--- config.mk ---
export PLATFORM = sky130hd
export DESIGN_NAME = bitserial_logic_ctrl
export DESIGN_NICKNAME = d
export VERILOG_FILES = /design/src/rtl/bitserial_logic_ctrl.sv
export SDC_FILE = /design/constraint.sdc
export NUM_CORES = 1
export LEC_CHECK = 0
export ABC_AREA = 1
export CAP_MARGIN = 20
export CORE_MARGIN = 3
export CORE_UTILIZATION = 25
export CTS_CLUSTER_SIZE = 20
export DETAILED_ROUTE_END_ITERATION = 10
export SLEW_MARGIN = 5
export SYNTH_ARGS = -nofsm -noshare
export SYNTH_HDL_FRONTEND = slang
export SYNTH_SLANG_ARGS = --single-unit
--- constraint.sdc ---
create_clock -name clk -period 2.3 [get_ports clk]
set_input_delay 0.345 -clock clk [delete_from_list [all_inputs] [get_ports clk]]
set_output_delay 0.345 -clock clk [all_outputs]
set_load 0.005 [all_outputs]
--- src/rtl/bitserial_logic_ctrl.sv ---
// Bit-serial bitwise-logic sequencer.
// Drives a shared external 1-bit logic cell one operand bit per cycle,
// LSB first, and assembles the cell's answers into a WIDTH-bit result.
// The controller never evaluates AND/OR/XOR/NOR itself; every result bit
// is taken from cell_rez.

module bitserial_logic_ctrl #(
    parameter int WIDTH = 32
) (
    input  logic             clk,
    input  logic             rst_n,
    input  logic             start,
    input  logic [1:0]       op,
    input  logic [WIDTH-1:0] a,
    input  logic [WIDTH-1:0] b,
    input  logic             abort,
    output logic             cell_a,
    output logic             cell_b,
    output logic [1:0]       cell_sel,
    input  logic             cell_rez,
    output logic             busy,
    output logic             done,
    output logic [WIDTH-1:0] result,
    output logic             zero
);

    // Bit-index width, derived from WIDTH.
    localparam int CW = (WIDTH > 1) ? $clog2(WIDTH) : 1;

    typedef enum logic [1:0] {
        S_IDLE,
        S_RUN,
        S_DONE
    } state_t;

    state_t           state;
    state_t           state_nx;
    logic [CW-1:0]    idx;
    logic [WIDTH-1:0] a_reg;
    logic [WIDTH-1:0] b_reg;
    logic [1:0]       op_reg;
    logic [WIDTH-1:0] shift;
    logic [WIDTH-1:0] shift_nx;
    logic             last_bit;

    // Incoming cell answer enters at the MSB; after WIDTH steps the first
    // (LSB) answer has travelled down to bit 0.
    assign shift_nx = {cell_rez, shift[WIDTH-1:1]};
    assign last_bit = (idx == CW'(WIDTH - 1));

    // State register.
    // NOTE: sequential state is updated with non-blocking assignments so all
    // registers sample the pre-edge values, independent of block ordering.
    always_ff @(posedge clk or negedge rst_n) begin
        if (!rst_n) begin
            state <= S_IDLE;
        end else begin
            state <= state_nx;
        end
    end

    // Next-state and control outputs.
    // NOTE: every signal driven here gets a default first, so no path through
    // the case can leave it unassigned and infer a latch.
    always_comb begin
        state_nx = state;
        busy     = 1'b0;
        done     = 1'b0;
        cell_a   = 1'b0;
        cell_b   = 1'b0;
        unique case (state)
            S_IDLE: begin
                // start wins over abort here; abort only cancels RUN.
                if (start) begin
                    state_nx = S_RUN;
                end
            end
            S_RUN: begin
                busy   = 1'b1;
                cell_a = a_reg[idx];
                cell_b = b_reg[idx];
                if (abort) begin
                    state_nx = S_IDLE;
                end else if (last_bit) begin
                    state_nx = S_DONE;
                end
            end
            S_DONE: begin
                busy     = 1'b1;
                done     = 1'b1;
                state_nx = S_IDLE;
            end
            default: begin
                state_nx = S_IDLE;
            end
        endcase
    end

    // The cell sees the operation latched at start, never the live op input.
    assign cell_sel = op_reg;

    // Operand capture, bit stepping and result assembly.
    // NOTE: every datapath register is reset, so result/zero have defined
    // values before the first operation and after a mid-operation reset.
    always_ff @(posedge clk or negedge rst_n) begin
        if (!rst_n) begin
            idx    <= '0;
            a_reg  <= '0;
            b_reg  <= '0;
            op_reg <= 2'b00;
            shift  <= '0;
            result <= '0;
            zero   <= 1'b1;
        end else begin
            unique case (state)
                S_IDLE: begin
                    if (start) begin
                        a_reg  <= a;
                        b_reg  <= b;
                        op_reg <= op;
                        idx    <= '0;
                        shift  <= '0;
                    end
                end
                S_RUN: begin
                    if (!abort) begin
                        shift <= shift_nx;
                        if (last_bit) begin
                            // Park the index at 0 rather than stepping past WIDTH-1.
                            idx    <= '0;
                            result <= shift_nx;
                            zero   <= (shift_nx == '0);
                        end else begin
                            idx <= idx + CW'(1);
                        end
                    end
                end
                default: begin
                end
            endcase
        end
    end

endmodule
==> flow_summary.yaml, run 1 <==
logic_synthesis:
  synth_top_area_share_pct: 57.0
  ys_seq_area_share_pct: 57.5
  synth_top_cell_by_area: "dfrtp_1"
  synth-seq-cells: 137
  ys_warn_count: 0
  syn-num-nets: 673
  syn_inst: 596
  syn_area_sq_mm: 0.00597
  synth_cell_types: 24
  syn_area_per_cell_sq_um: 10.0
  synthTopCellsByArea: "dfrtp_1 (57%), mux2_2 (12%), nand2_1 (7.2%), nand3_1 (7.0%), o21ai_0 (6.0%)"
cells_and_area:
  layout_commonest_cell: "dfrtp_1"
  antennaDiodeCount: 0
  final_cell_mix: "dfrtp_1 (135), clkdlybuf4s50_1 (106), nand2_1 (99)"
  nets: 796
  drive_above_1_share_pct: 22.8
  areaGrowthSynthToFinish_pct: 40.1
  stdcell_area_sq_mm: 0.00836
floorplanning:
  row_count: 55
  start_util_pct: 25.9
  die-height_um: 161
  dieArea_sq_mm: 0.0258
  chipWidth_um: 161
  core_sq_mm: 0.0231
  ios: 110
setup_path:
  end_kind: "primary output"
  worstSetupPathType: "reg2out"
  cp_data_arrival_time_ps: 1900
  crit_required_ps: 1960
  reg2regPathDepth: 12
  start_kind: "flip-flop"
  path_max_fanout: 6
placed_design:
  place_ws_ps: 21.9
  gp_congestion: 0.797
  port_buffers: 109
  placed_area_sq_mm: 0.00754
  dp_hpwl_mm: 10.3
clock_network:
  clk_pin_slew_ps: 60
  cts-buffers-inserted: 17
  clk_latency_ps: 420
  clockRootBuffer: "clkbuf_16"
  clock_sinks: 137
  htree_num_levels: 4
  cts_tree: "built"
  clockBufferDepth: 2
pwr:
  ir_drop_uv: 429
  leakage_nw: 3.60
  total_power_w: 0.00934
  power_density_mw_per_mm2: 1120
routing:
  drc_errors: 0
  initialDrtViolationCount: 251
  vias: 4563
  routedWlPerCell_um: 14.4
  ant_nets: 0
  dr.pass1.iters: 5
  routed_via_density: 4.37
  routed_wl_mm: 15.1
timing:
  worst_slew_pin_slew_ps: 429
  relSlewSlack_pct: 71.1
  min_period_ps: 2250
  hold_violations: 0
  fin_skew_ps: 9.68
  worst_slack_ps: 52.7
  finalMaxSlewViolations: 0
  fmax_mhz: 445
  finalCritPeriodShare_pct: 97.7
  hold_slack_ps: 354
  grt_setup_unrepaired: "yes"
  setup_viol: 0
grt:
  grt.total_usage_pct: 12.0
  grt_overflow: 0
  grt_max_degree: 63
  antenna_found_initial: 0
  grt_pass1_wl_mm: 24.6
  grt_pass1_vias: 4485
run_status:
  outcome: "finished, final reports clean"
run:
  max_cap_violations: 0
worst_hold_path:
  holdCritPathClass: "in2async"
routing by layer:
layer / global-route usage (%) / share of wire [%]
met1: 16.7 / 49
met2: 18.3 / 46
met3: 3.53 / 4.0
met4: 3.08 / 0.69
met5: 0 / 0
where the power goes:
| part | leakage (nW) | switching [W] | internal (W) |
|---|---|---|---|
| Combinational | 1.58 | 0.00161 | 0.00160 |
| Clock | 0.271 | 0.00109 | 0.00153 |
| Sequential | 1.75 | 0.000437 | 0.00307 |
| Total | 3.60 | 0.00314 | 0.00620 |
cell type report:
class,instances,area (sq um)
Inverter,48,183
Clock inverter,13,120
Timing Repair Buffer,139,1490
Multi-Input combinational cell,376,2310
Clock buffer,19,443
Fill cell,2306,14700
Tap cell,313,392
Sequential cell,137,3430
critical path: stages, from the launching register on:
cell and delay, ps:
dfrtp_2 460, inv_4 90, buf_12 110, clkbuf_16 150, nand2_1 50, nand3_1 70, nand3_2 90, a21oi_1 130
nor2_1 60, nor2_2 120, buf_2 130
final timing paths:
path,from,to,slack [ps]
max,idx[0]$_DFFE_PN0P_,cell_b,50
max reg2reg,idx[0]$_DFFE_PN0P_,result[12]$_DFFE_PN0P_,250
min,rst_n,result[10]$_DFFE_PN0P_,350
max in group asynchronous,rst_n,zero$_DFFE_PN1P_,1350
min in group clk,result[5]$_DFFE_PN0P_,result[5]$_DFFE_PN0P_,480
min reg2reg,result[5]$_DFFE_PN0P_,result[5]$_DFFE_PN0P_,480
through the flow:
stage | TNS [ps] | cells | utilization (%)
after floorplan | 0 | 596 | -
after global placement | 0 | 1006 | 32.7
after detailed placement | 0 | 1006 | 32.7
after CTS | 0 | 1045 | 35.7
after global routing | -153 | 1045 | 36.3
final | 0 | 1045 | 36.3
synth_stat cells:
cell type	n
a21oi_1	12
a31oi_1	1
buf_1	2
buf_2	13
buf_4	5
buf_6	3
clkbuf_1	12
clkinv_1	1
dfrtp_1	136
dfstp_2	1
ha_1	6
inv_1	43
inv_2	4
mux2_2	62
nand2_1	114
nand3_1	83
nand4_1	6
nor2_1	14
nor3_1	2
nor4_1	1
o21ai_0	72
o21ai_1	1
o22ai_1	1
xor2_1	1
repair_timing:
action	CTS	global route
gates resized for setup	15	35
endpoints found under the setup margin	2	18
hold buffers	1	0
cloned	2	1
pin swaps	5	15
buffers inserted	4	0
endpoints found under the hold margin	21	0
cell families (layout without fill, tap and decap cells):
| logic type | count (synthesis) | in the layout | synth area share (%) |
|---|---|---|---|
| adders and majority gates | 6 | 6 | 1.26 |
| xor gates and xnor gates | 1 | 1 | 0.147 |
| muxes | 62 | 62 | 11.7 |
| AOI/OAI and AO/OA | 87 | 87 | 7.34 |
| buffers and inverters | 83 | 219 | 6.18 |
| DFF | 137 | 137 | 57.5 |
| and+or+nand+nor | 220 | 220 | 15.9 |
No activity file was read; power rests on OpenSTA's default activity.
==> run 2: changes to the inputs <==
==> constraint.sdc (replaced) <==
create_clock -name clk -period 2.3 [get_ports clk]
set_input_delay 0.23 -clock clk [delete_from_list [all_inputs] [get_ports clk]]
set_output_delay 0.23 -clock clk [all_outputs]
set_load 0.005 [all_outputs]
==> run 2 against run 1 <==
Effect of this change:
- sequential cell count stayed put
- clock power hardly changed
- largest power group unchanged
- final cell count stayed put
==> flow_summary.yaml, run 2 (synthesis gave the netlist of run 1 again) <==
worst_hold_path:
  holdCritPathClass: "in2async"
clock_network:
  clk_latency_ps: 410
  clk_pin_slew_ps: 60
  cts-buffers-inserted: 17
  clock_sinks: 137
  clockBufferDepth: 2
  clockRootBuffer: "clkbuf_16"
  htree_num_levels: 4
  cts_tree: "built"
pwr:
  ir_drop_uv: 555
  p_switching_w: 0.00299
  swShare_pct: 32.9
  p_seq_share_pct: 37.9
  combPwrFrac_pct: 33.4
  p_clk_share_pct: 28.7
  leakage_nw: 3.56
  total_power_w: 0.00907
  internal-power_w: 0.00609
  power_density_mw_per_mm2: 1100
placed_design:
  gp_congestion: 0.799
  dp_hpwl_mm: 10.5
  port_buffers: 109
timing:
  fin_skew_ps: 6.34
  hold_violations: 0
  min_period_ps: 2200
  fmax_mhz: 454
  finalMaxSlewViolations: 0
  worst_slew_pin_slew_ps: 406
  fin_tns_setup_ps: 0
  setup_viol: 0
  finalCritPeriodShare_pct: 95.8
  relSlewSlack_pct: 72.7
cells_and_area:
  final_cell_mix: "dfrtp_1 (135), nand2_1 (112), clkdlybuf4s50_1 (106)"
  fillers: 2307
  drive_above_1_share_pct: 18.7
  antennaDiodeCount: 0
  fin_util_pct: 35.8
  layout_commonest_cell: "dfrtp_1"
  nets: 796
  areaGrowthSynthToFinish_pct: 38.1
floorplanning:
  row_count: 55
  start_util_pct: 25.9
  core_sq_mm: 0.0231
  die-height_um: 161
  dieArea_sq_mm: 0.0258
  chipWidth_um: 161
  ios: 110
grt:
  grt_max_degree: 63
  grt.total_usage_pct: 12.0
  grt_pass1_vias: 4551
  antenna_found_initial: 0
  grt_pass1_wl_mm: 24.8
  grt_overflow: 0
run:
  max_cap_violations: 0
setup_path:
  start_kind: "flip-flop"
  worstSetupPathType: "reg2out"
  regToRegSetupSlack_ps: 200
  crit_required_ps: 2070
  cp_data_arrival_time_ps: 1970
  end_kind: "primary output"
  path_max_fanout: 6
routing:
  routed_wl_mm: 15.3
  routedWlPerCell_um: 14.7
  initialDrtViolationCount: 245
  ant_nets: 0
  routed_via_density: 4.40
  dr.pass1.iters: 5
  vias: 4595
  drc_errors: 0
run_status:
  outcome: "finished, final reports clean"
run 2: worst max-delay path, stage by stage, from the launching register on:
cell,delay [ps]
dfrtp_2,450
clkinv_4,110
buf_12,130
nand2_1,50
nand3_1,80
nand3_1,90
nand2_1,90
nand2_1,60
nand3_1,90
nand2_1,70
nor2_2,110
dlygate4sd2_1,250
run 2: timing repair:
action / in CTS / in global routing
cloned: 1 / 2
pin swaps: 0 / 3
setup buffers: 2 / 2
gates resized for setup: 7 / 12
endpoints found under the hold margin: 38 / 0
hold buffers: 1 / 0
endpoints found under the setup margin: 2 / 30
run 2: routing by layer:
layer / track usage (%) / vias to the layer above / wire length (um)
met5: 0 / - / 0
met4: 4.30 / 0 / 246
met3: 2.97 / 15 / 661
met2: 18.1 / 96 / 6860
met1: 16.9 / 2240 / 7560
li1: - / 2244 / -
run 2: stage by stage:
stage / area, sq um / worst slack [ps] / cells / hold slack, ps
2_1_floorplan: 5970 / 581 / 596 / -65.6
3_3_place_gp: 7510 / 135 / 1005 / 164
3_5_place_dp: 7510 / 162 / 1005 / 174
4_1_cts: 8130 / 4.45 / 1041 / 293
5_1_grt: 8240 / -0.464 / 1045 / 337
6_report: 8240 / 96.9 / 1045 / 293
run 2: final timing paths:
kind                                               end                    from  cells after the start
worst max register to register   result[3]$_DFFE_PN0P_      idx[0]$_DFFE_PN0P_                     12
worst min register to register  result[18]$_DFFE_PN0P_  result[18]$_DFFE_PN0P_                      2
min in group clk                  a_reg[4]$_DFFE_PN0P_                    a[4]                      3
worst min-delay path             result[9]$_DFFE_PN0P_                   rst_n                      2
max in group asynchronous             zero$_DFFE_PN1P_                   rst_n                      3
worst max-delay path                            cell_a      idx[0]$_DFFE_PN0P_                     11
run 2: area by class of cell:
type | count | area [sq um] | share of cell area, %
Sequential cell | 137 | 3430 | 41.6
Multi-Input combinational cell | 376 | 2190 | 26.5
Timing Repair Buffer | 139 | 1480 | 18.0
Clock buffer | 19 | 443 | 5.37
Tap cell | 313 | 392 | 4.75
Inverter | 48 | 190 | 2.31
Clock inverter | 13 | 120 | 1.46
run 2: power groups by stage:
stage	Combinational, W	Sequential, W	Clock (W)
final	0.00303	0.00344	0.00260
after global routing	0.00336	0.00352	0.00279
after CTS	0.00294	0.00344	0.00267
after detailed placement	0.00284	0.00347	0
after global placement	0.00282	0.00347	0
after floorplan	0.00200	0.00334	0
==> run 3: changes to the inputs <==
- HOLD_SLACK_MARGIN: default -> 0.08
==> results of run 3 <==
Final layout, timing and power as in run 2 (identical DEF).
